## src/rtl/traffic_intersection_ctrl.sv

```systemverilog
// traffic_intersection_ctrl
//   Phase sequencer for a main/side road intersection with a pedestrian
//   crossing. Main road rests on green; latched side-sensor and pedestrian
//   requests break the main phase once the minimum green has been served.
//   All-red clearance separates every pair of conflicting phases.
//
// Ports
//   clk            system clock, rising edge
//   reset          asynchronous, active-high; clears all state
//   side_req       side-road vehicle sensor (level or pulse)
//   ped_req        pedestrian button (any-width pulse)
//   main_r/y/g     main road lamps
//   side_r/y/g     side road lamps
//   walk           pedestrian walk lamp
//   phase          current state encoding
//
// State table
//   state    | meaning
//   MAIN_G   | main green, side red; holds until min green served and a request is pending
//   MAIN_Y   | main yellow
//   RED_A    | all-red clearance after main phase
//   SIDE_G   | side green
//   SIDE_Y   | side yellow
//   RED_B    | all-red clearance before main green / walk (reset state)
//   PED_WALK | walk lamp on, both roads red
module traffic_intersection_ctrl #(
  parameter int CNT_W      = 8,
  parameter int MAIN_MIN   = 10,
  parameter int SIDE_GREEN = 6,
  parameter int YELLOW     = 3,
  parameter int ALLRED     = 2,
  parameter int WALK       = 4
) (
  input  logic       clk,
  input  logic       reset,
  input  logic       side_req,
  input  logic       ped_req,
  output logic       main_r,
  output logic       main_y,
  output logic       main_g,
  output logic       side_r,
  output logic       side_y,
  output logic       side_g,
  output logic       walk,
  output logic [2:0] phase
);

  typedef enum logic [2:0] {
    MAIN_G   = 3'd0,
    MAIN_Y   = 3'd1,
    RED_A    = 3'd2,
    SIDE_G   = 3'd3,
    SIDE_Y   = 3'd4,
    RED_B    = 3'd5,
    PED_WALK = 3'd6
  } state_t;

  state_t           state;
  state_t           next_state;
  logic [CNT_W-1:0] timer;
  logic [CNT_W-1:0] timer_next;
  logic             timer_done;
  logic             entry;
  logic             side_pending;
  logic             ped_pending;

  // Timer load value on entry: duration minus one, so the state lasts
  // exactly its duration when it exits on the terminal count.
  function automatic logic [CNT_W-1:0] duration_m1(input state_t s);
    case (s)
      MAIN_G:   duration_m1 = CNT_W'(MAIN_MIN - 1);
      MAIN_Y:   duration_m1 = CNT_W'(YELLOW - 1);
      RED_A:    duration_m1 = CNT_W'(ALLRED - 1);
      SIDE_G:   duration_m1 = CNT_W'(SIDE_GREEN - 1);
      SIDE_Y:   duration_m1 = CNT_W'(YELLOW - 1);
      PED_WALK: duration_m1 = CNT_W'(WALK - 1);
      default:  duration_m1 = CNT_W'(ALLRED - 1);
    endcase
  endfunction

  always_comb begin
    next_state = state;
    timer_done = (timer == '0);
    case (state)
      MAIN_G:   if (timer_done && (side_pending || ped_pending)) next_state = MAIN_Y;
      MAIN_Y:   if (timer_done) next_state = RED_A;
      RED_A:    if (timer_done) next_state = side_pending ? SIDE_G : PED_WALK;
      SIDE_G:   if (timer_done) next_state = SIDE_Y;
      SIDE_Y:   if (timer_done) next_state = RED_B;
      RED_B:    if (timer_done) next_state = ped_pending ? PED_WALK : MAIN_G;
      PED_WALK: if (timer_done) next_state = RED_B;
      default:  next_state = RED_B;  // unused encoding recovers to clearance
    endcase

    entry = (next_state != state);
    if (entry)
      timer_next = duration_m1(next_state);
    else if (timer_done)
      timer_next = '0;
    else
      timer_next = timer - CNT_W'(1);
  end

  always_ff @(posedge clk or posedge reset) begin
    if (reset) begin
      state        <= RED_B;
      timer        <= CNT_W'(ALLRED - 1);
      side_pending <= 1'b0;
      ped_pending  <= 1'b0;
      main_r       <= 1'b1;
      main_y       <= 1'b0;
      main_g       <= 1'b0;
      side_r       <= 1'b1;
      side_y       <= 1'b0;
      side_g       <= 1'b0;
      walk         <= 1'b0;
    end else begin
      state <= next_state;
      timer <= timer_next;

      // Clear on entry wins over a same-edge set; requests are ignored while
      // the phase that would serve them is already running.
      if (entry && next_state == SIDE_G)
        side_pending <= 1'b0;
      else if (side_req && state != SIDE_G && state != SIDE_Y)
        side_pending <= 1'b1;

      if (entry && next_state == PED_WALK)
        ped_pending <= 1'b0;
      else if (ped_req && state != PED_WALK)
        ped_pending <= 1'b1;

      // Lamps decoded from next_state so they update on the same edge as state.
      main_g <= (next_state == MAIN_G);
      main_y <= (next_state == MAIN_Y);
      main_r <= !(next_state == MAIN_G || next_state == MAIN_Y);
      side_g <= (next_state == SIDE_G);
      side_y <= (next_state == SIDE_Y);
      side_r <= !(next_state == SIDE_G || next_state == SIDE_Y);
      walk   <= (next_state == PED_WALK);
    end
  end

  assign phase = state;

endmodule

```

## config.mk

```make
export PLATFORM = sky130hd
export DESIGN_NAME = traffic_intersection_ctrl
export DESIGN_NICKNAME = d
export VERILOG_FILES = /design/src/rtl/traffic_intersection_ctrl.sv
export SDC_FILE = /design/constraint.sdc
export NUM_CORES = 1
export LEC_CHECK = 0
export CORE_MARGIN = 1.5
export CORE_UTILIZATION = 48
export DETAILED_ROUTE_END_ITERATION = 8
export GPL_ROUTABILITY_DRIVEN = 1
export PLACE_DENSITY = 0.73
export SLEW_MARGIN = 20
export SYNTH_ARGS = -nofsm -noshare
export SYNTH_HDL_FRONTEND = slang
export SYNTH_SLANG_ARGS = --single-unit
export TNS_END_PERCENT = 5
```

## constraint.sdc

```tcl
create_clock -name clk -period 2.1 [get_ports clk]
set_input_delay 0.315 -clock clk [delete_from_list [all_inputs] [get_ports clk]]
set_output_delay 0.315 -clock clk [all_outputs]
set_load 0.1 [all_outputs]
```

Word-level counts from Yosys, hierarchy flattened
Index checks and enable logic that the tools add are counted.

cells by class
  $add $sub $neg = 1
  equality and inequality tests = 14
  mux-type cells = 16
  reduce and logical (&&, ||, !) cells = 18

operators by type and width
  operator                                                number
  2-to-1 mux 3 bit                                        8
  one-hot mux 3 bit (6 select lines)                      1
  2-to-1 mux 8 bit                                        2
  one-hot mux 4 bit (4 select lines)                      1
  == test 3 bit (second input constant)                   5
  == test 3 x 2 -> 1 bit (second input constant)          3
  zero test 8 bit                                         1
  subtractor 8 x 1 -> 8 bit (second input constant)       1
  == test 3 x 1 -> 1 bit (second input constant)          2
  logical AND 1 bit                                       6
  zero test 3 bit                                         2
  inequality test 3 bit (second input constant)           2
  2-to-1 mux 1 bit                                        4
  nonzero test 2 bit                                      2
  OR reduction 2 bit                                      2
  logical OR 1 bit                                        3
  inequality test 3 x 2 -> 1 bit (second input constant)  1
  inequality test 3 bit                                   1
  zero test 1 bit                                         2

storage, ports and cells
  flip-flop bits (word level) = 20
  bits of input ports = 4
  output and inout port bits = 10
  logic and storage cells = 60

Logic depth before layout (Yosys ltp)
Gate-level depths: netlist of the first run.

  depth in word-level cells = 8
  depth in mapped cells = 9
  mapped depth without buffers = 7

Worst setup path after synthesis of the first run
Ideal clock, no wire load.

  path kind = reg-to-reg
  start point = register state[1] (netlist: phase[1])
  end point = register timer[1]
  arrival = 1983 ps
  required time = 2018 ps
  slack = 35 ps
  cell stages (with the launch flop) = 6
  path buffers = 1
  period minus slack after synthesis = 2065 ps
  cell sequence = dfrtp_1 clkbuf_1 o21ai_0 a31o_2 a311o_1 a31oi_1

between the ends
  word-level cells in the longest chain between the ends = 7

ends and longest elaborated chain
  what                                                            line  text
  start: declaration                                              58    state_t state;
  start signal: assignment                                        118   state <= next_state;
  == test 3 bit                                                   84    case (state)
  OR reduction 2 bit (no line)                                    -
  one-hot mux 3 bit (6 select lines) (*)                          84
  named net next_state[0]                                         59    state_t next_state;
  == test 3 x 1 -> 1 bit / == test 3 bit (equally long branches)  70    case (s)
  OR reduction 2 bit (no line)                                    -
  one-hot mux 4 bit (4 select lines)                              70
  2-to-1 mux 8 bit (*)                                            96    if (entry)
  named net timer_next[1]                                         61    logic [CNT_W-1:0] timer_next;
  end signal: assignment                                          107   timer <= CNT_W'(ALLRED - 1);
  end signal: assignment                                          119   timer <= timer_next;
  end: declaration                                                60    logic [CNT_W-1:0] timer;

The timed path passes the listed nets; every way through them passes the cells marked *.
A chain may end at the register's enable or synchronous reset.

Worst setup path in the final report of the first run
  start point = register timer[0]
  end point = register timer[1]

between the ends
  word-level cells in the longest chain between the ends = 8

ends and longest elaborated chain
  what                                                            line  text
  zero test 8 bit (*)                                             83    timer_done = (timer == '0);
  logical AND 1 bit                                               85    MAIN_G: if (timer_done && (side_pending || ped_pending)) next_state = MAIN_Y;
  2-to-1 mux 3 bit                                                85
  one-hot mux 3 bit (6 select lines) (*)                          84
  named net next_state[0]                                         59
  == test 3 x 1 -> 1 bit / == test 3 bit (equally long branches)  70
  OR reduction 2 bit (no line)                                    -
  one-hot mux 4 bit (4 select lines)                              70
  2-to-1 mux 8 bit (*)                                            96
  named net timer_next[1]                                         61

Marked as above.

==> results.yml, run 1 <==
layout:
  antennaDiodeCount: 0
  syn2layout_area_growth_pct: 19.3
  finalNetCount: 150
  layout-drive-gt1-share_pct: 22.2
setup_path:
  critPathMaxFanout: 10
  cp-start-kind: "flip-flop"
  crit_required_ps: 2340
  path_class: "reg -> reg"
  critPathCaptureType: "flip-flop"
  max_stage_delay_ps: 550
  path_delay_family: "compound AO/OA/AOI/OAI gates"
  critPathBufInv: 1
  cp.depth: 7
  critPathArrivalTime_ps: 2210
  cpMaxStageDelayCell: "dfstp_2"
  cp_cell_sequence: "inv_1 -> ha_1 -> nor4b_4 -> and2_2 -> a31o_2 -> a311o_1 -> a31oi_1"
  reg2reg_depth: 7
placement:
  io_buffers: 13
  place_congestion: 0.914
  hpwlAfterDp_mm: 1.75
drt:
  drt-pass1-iter-count: 5
  viasPerCell: 5.81
  wl_per_cell_um: 14.0
  finalWirelength_mm: 2.42
  drc_errors: 0
  drtIter0Drc: 26
  vias: 1000
  ant_nets: 0
timing:
  rsz0062_at_grt: "false"
  finalCritPeriodShare_pct: 94.1
  slew_violations: 0
  fin_hold_ws_ps: 325
  hold_violations: 0
  setup_viol: 0
  finalSetupTns_ps: 0
  fmax_mhz: 506
  period_minus_slack_ps: 1980
  max_slew_margin_pct: 75.6
  fin_worst_skew_ps: 0.831
  worst_pin_slew_ps: 363
job:
  cap_viol_max_count: 0
global_routing:
  grt_max_degree: 21
  overflow: 0
  antenna_found_initial: 0
  grt_pass1_vias: 893
  grt_pass1_wl_mm: 4.07
  grt_use_total_pct: 21.0
yosys:
  synth_area_sq_um: 1140
  synth_edf_count: 0
  synthTopCellsByCount: "dfrtp_1 (15), nor2_1 (15), nand2_1 (13), a21oi_1 (10)"
  synth.distinct_cells: 37
  ys_ff_latch: 20
  yosysTopAreaCell: "dfrtp_1"
  netlist_instances: 130
  postSynth.asyncResetShare_pct: 100
  syn_nets: 135
  syn_area_per_cell_sq_um: 8.77
  yosys.area.top_type_share_pct: 32.9
  yosys-top-cells-area: "dfrtp_1 (33%), dfstp_2 (12%), nor2_1 (4.9%), a21oi_1 (4.4%), nand2_1 (4.3%)"
  synth-seq-area-share_pct: 44.5
  dominantRegCellSynth: "dfrtp_1"
  yosys_warnings: 0
worst_hold_path:
  min_path_type: "in -> async"
status:
  status: "complete, no violations"
floorplan:
  dieArea_sq_um: 2680
  start_util_pct: 51.0
  pin_count: 14
  core_area_sq_um: 2230
  chipWidth_um: 51.7
  dieHeight_um: 51.7
  std_cell_rows: 17
clock_network:
  cts_max_level: 1
  cts_buffers: 3
  clk_latency_ps: 300
  root_buffer: "clkbuf_4"
  cts_tree: "built"
  cts_resized: 0
  clkSinkCount: 20
  hold_buffers: 0
  path_clk_slew_ps: 110
  clk_path_buf_depth: 2
  post_cts_buffers: 0
-- cell type report --
cell class	instances	area, sq um
Inverter	7	26.3
Clock buffer	4	36.3
Tap cell	28	35.0
Multi-Input combinational cell	93	561
Sequential cell	20	507
Timing Repair Buffer	20	195
Fill cell	207	873
-- state kept, by name (all words and copies together) (netlist names) --
name,count
side_y,1
side_g,1
main_g,1
walk,1
main_r,1
side_pending,1
ped_pending,1
main_y,1
phase,3
side_r,1
timer,8
-- worst min-delay path: stages --
cell	delay [ps]
clkdlybuf4s50_1	400
inv_1	50
buf_4	260
-- metrics by stage --
stage	setup slack (ps)	cells	cell area, sq um	utilization (%)
2_1_floorplan	34.8	130	1140	-
3_3_place_gp	162	168	1320	59.2
3_5_place_dp	122	168	1320	59.2
4_1_cts	94.9	172	1360	60.8
5_1_grt	23.1	172	1360	60.9
6_report	125	172	1360	60.9
-- final timing paths --
| path | startpoint | end | slack (ps) |
|---|---|---|---|
| hold reg to reg | timer[6] | timer[6] | 600 |
| setup reg to reg | timer[0] | timer[1] | 120 |
| hold / removal | reset | timer[5] | 330 |
| max in group asynchronous | reset | phase[2] | 1510 |
| setup / recovery | timer[0] | timer[1] | 120 |
| min in group clk | ped_req | ped_pending | 560 |
-- logic make-up after synthesis --
kind of cell | share of synthesized area (%)
AO/OA/AOI/OAI | 23.1
XOR/XNOR | 2.31
adder cells (fa/ha/maj) | 1.10
buffers and inverters | 6.48
flip-flops | 44.5
multiplexers | 0.878
AND/OR/NAND/NOR | 21.7
-- cell usage in the layout, fill, tap and decap left out, types with 2 or more instances in the layout --
cell type        netlist  final
dfrtp_1               15     15
nand2_1               13     13
nor2_1                15     15
o2bb2ai_1              2      2
dfstp_2                5      5
o22ai_1                3      3
clkdlybuf4s50_1        0      3
buf_4                  0     14
a21oi_1               10     10
nor3_1                 3      3
nand3_1                2      2
nand2b_1               3      3
nor2b_1                6      6
buf_12                 0      3
o21ai_0                7      7
clkbuf_4               0      3
nor4_1                 2      2
o31ai_1                2      2
inv_1                  7      7
a31oi_1                6      6
xnor2_1                3      3
-- metal layers --
layer / global-route usage [%] / share of wire [%]
met4: 12.7 / 2.2
met2: 29.7 / 46
met5: 0 / 0
met3: 2.87 / 5.8
met1: 30.3 / 46
Power of run 1 is not shown: default switching activity piles up to over one toggle a cycle in this logic, so the estimate is an artifact.
==> inputs of run 2 (changes only) <==
--- a/config.mk
+++ b/config.mk
@@ -7,6 +7,7 @@
 export LEC_CHECK = 0
 export CORE_MARGIN = 1.5
 export CORE_UTILIZATION = 48
+export CTS_CLUSTER_SIZE = 10
 export DETAILED_ROUTE_END_ITERATION = 8
 export GPL_ROUTABILITY_DRIVEN = 1
 export PLACE_DENSITY = 0.73
==> results of run 2 <==
The final DEF is identical to that of run 1; final timing and power are the same.
Power of run 2 is left out for the same reason.
==> inputs of run 3 (changes only) <==
--- a/config.mk
+++ b/config.mk
@@ -5,12 +5,13 @@
 export SDC_FILE = /design/constraint.sdc
 export NUM_CORES = 1
 export LEC_CHECK = 0
+export ABC_AREA = 0
 export CORE_MARGIN = 1.5
 export CORE_UTILIZATION = 48
-export CTS_CLUSTER_SIZE = 10
+export CTS_CLUSTER_SIZE = 40
 export DETAILED_ROUTE_END_ITERATION = 8
 export GPL_ROUTABILITY_DRIVEN = 1
-export PLACE_DENSITY = 0.73
+export PLACE_DENSITY_LB_ADDON = 0.2
 export SLEW_MARGIN = 20
 export SYNTH_ARGS = -nofsm -noshare
 export SYNTH_HDL_FRONTEND = slang
==> run 3 against run 2 <==
Compared with the run above: via count up 4.6%; clock-buffer cell count down 1; sequential share of layout area down 0.64 points; global-route usage up 0.33 points; largest cell class unchanged.
==> results.yml, run 3 (synthesized netlist as in run 1, its figures left out) <==
status:
  status: "complete, no violations"
setup_path:
  path_delay_family: "compound AO/OA/AOI/OAI gates"
  path_class: "reg -> reg"
  cp-startpoint: "timer[0]"
  r2r_start: "timer[0]"
  crit_required_ps: 2330
  cp-start-kind: "flip-flop"
  critPathArrivalTime_ps: 2230
  cpMaxStageDelayCell: "dfstp_2"
  critPathCaptureType: "flip-flop"
  critPathMaxFanout: 6
  cp_cell_sequence: "inv_1 -> ha_1 -> nor4b_4 -> and2_2 -> a31o_2 -> a311o_1 -> a31oi_1"
  max_stage_delay_ps: 560
  critPathBufInv: 1
timing:
  worst_pin_slew_ps: 385
  slew_violations: 0
  period_minus_slack_ps: 2000
  fin_worst_skew_ps: 10.1
  finalCritPeriodShare_pct: 95.2
  rsz0062_at_grt: "false"
  setup_viol: 0
  fin_hold_ws_ps: 317
  hold_violations: 0
  max_slew_margin_pct: 74.3
  finalSetupTns_ps: 0
  fmax_mhz: 500
placement:
  placed_cells: 169
  place_congestion: 0.865
  io_buffers: 13
  hpwlAfterDp_mm: 1.80
clock_network:
  cts_tree: "built"
  clkSinkCount: 20
  clk_path_buf_depth: 2
  cts_buffers: 3
  clk_latency_ps: 300
  root_buffer: "clkbuf_4"
  path_clk_slew_ps: 120
  post_cts_buffers: 0
  cts_max_level: 1
layout:
  final_util_pct: 62.0
  layout-drive-gt1-share_pct: 22.8
  top_register: "timer"
  largest_register_ffs: 8
  finalNetCount: 151
  mostFrequentLayoutCells: "nor2_1 (15), dfrtp_1 (15), buf_4 (15)"
  syn2layout_area_growth_pct: 21.4
  final_cells: 173
  antennaDiodeCount: 0
drt:
  wl_per_cell_um: 14.6
  viasPerCell: 6.05
  drc_errors: 0
  finalWirelength_mm: 2.52
  vias: 1046
  drtIter0Drc: 45
  drt-pass1-iter-count: 4
  ant_nets: 0
global_routing:
  met3_usage_pct: 3.16
  grt_pass1_vias: 959
  use_met1_pct: 28.7
  grt_max_degree: 21
  grt_use_total_pct: 21.3
  antenna_found_initial: 0
  overflow: 0
  grt.met2_usage_pct: 34.8
  grt_pass1_wl_mm: 4.28
  grt_busiest_layer: "met2"
floorplan:
  chipWidth_um: 51.7
  dieArea_sq_um: 2680
  pin_count: 14
  start_util_pct: 51.0
  core_area_sq_um: 2230
  std_cell_rows: 17
  dieHeight_um: 51.7
worst_hold_path:
  min_path_type: "in -> async"
job:
  cap_viol_max_count: 0
-- run 3: path summary, 6_finish.rpt --
path,endpoint,slack (ps),cells after the start
min in group clk,timer[6],580,2
worst min-delay path,timer[2],320,3
max in group asynchronous,side_r,1510,3
worst max register to register,timer[1],100,7
worst min register to register,timer[6],580,2
worst max-delay path,timer[1],100,7
-- run 3: area by class of cell --
class	count	area, sq um
Clock inverter	1	30.0
Tap cell	28	35.0
Clock buffer	3	22.5
Sequential cell	20	507
Multi-Input combinational cell	93	561
Fill cell	198	850
Inverter	7	26.3
Timing Repair Buffer	21	203
-- run 3: timing repair --
item | 4_1_cts | 5_1_grt
endpoints found under the setup margin | 0 | 2
hold buffers | 0 | 0
gates resized for setup | 0 | 1
-- run 3: tightest hold or removal path: stages --
cell,delay (ps)
clkdlybuf4s50_1,390
inv_1,50
buf_4,250
-- run 3: metrics by stage --
stage	worst slack [ps]	instance area [sq um]
after floorplan	34.8	1140
after global placement	231	1330
after detailed placement	97.2	1330
after CTS	86.6	1380
after global routing	42.3	1380
final	101	1380
-- run 3: layer usage --
| layer | vias up | wire, um |
|---|---|---|
| met5 | - | 0 |
| met4 | 0 | 27 |
| met2 | 43 | 1210 |
| li1 | 488 | - |
| met3 | 4 | 178 |
| met1 | 511 | 1110 |
Power of run 3 is left out for the same reason.
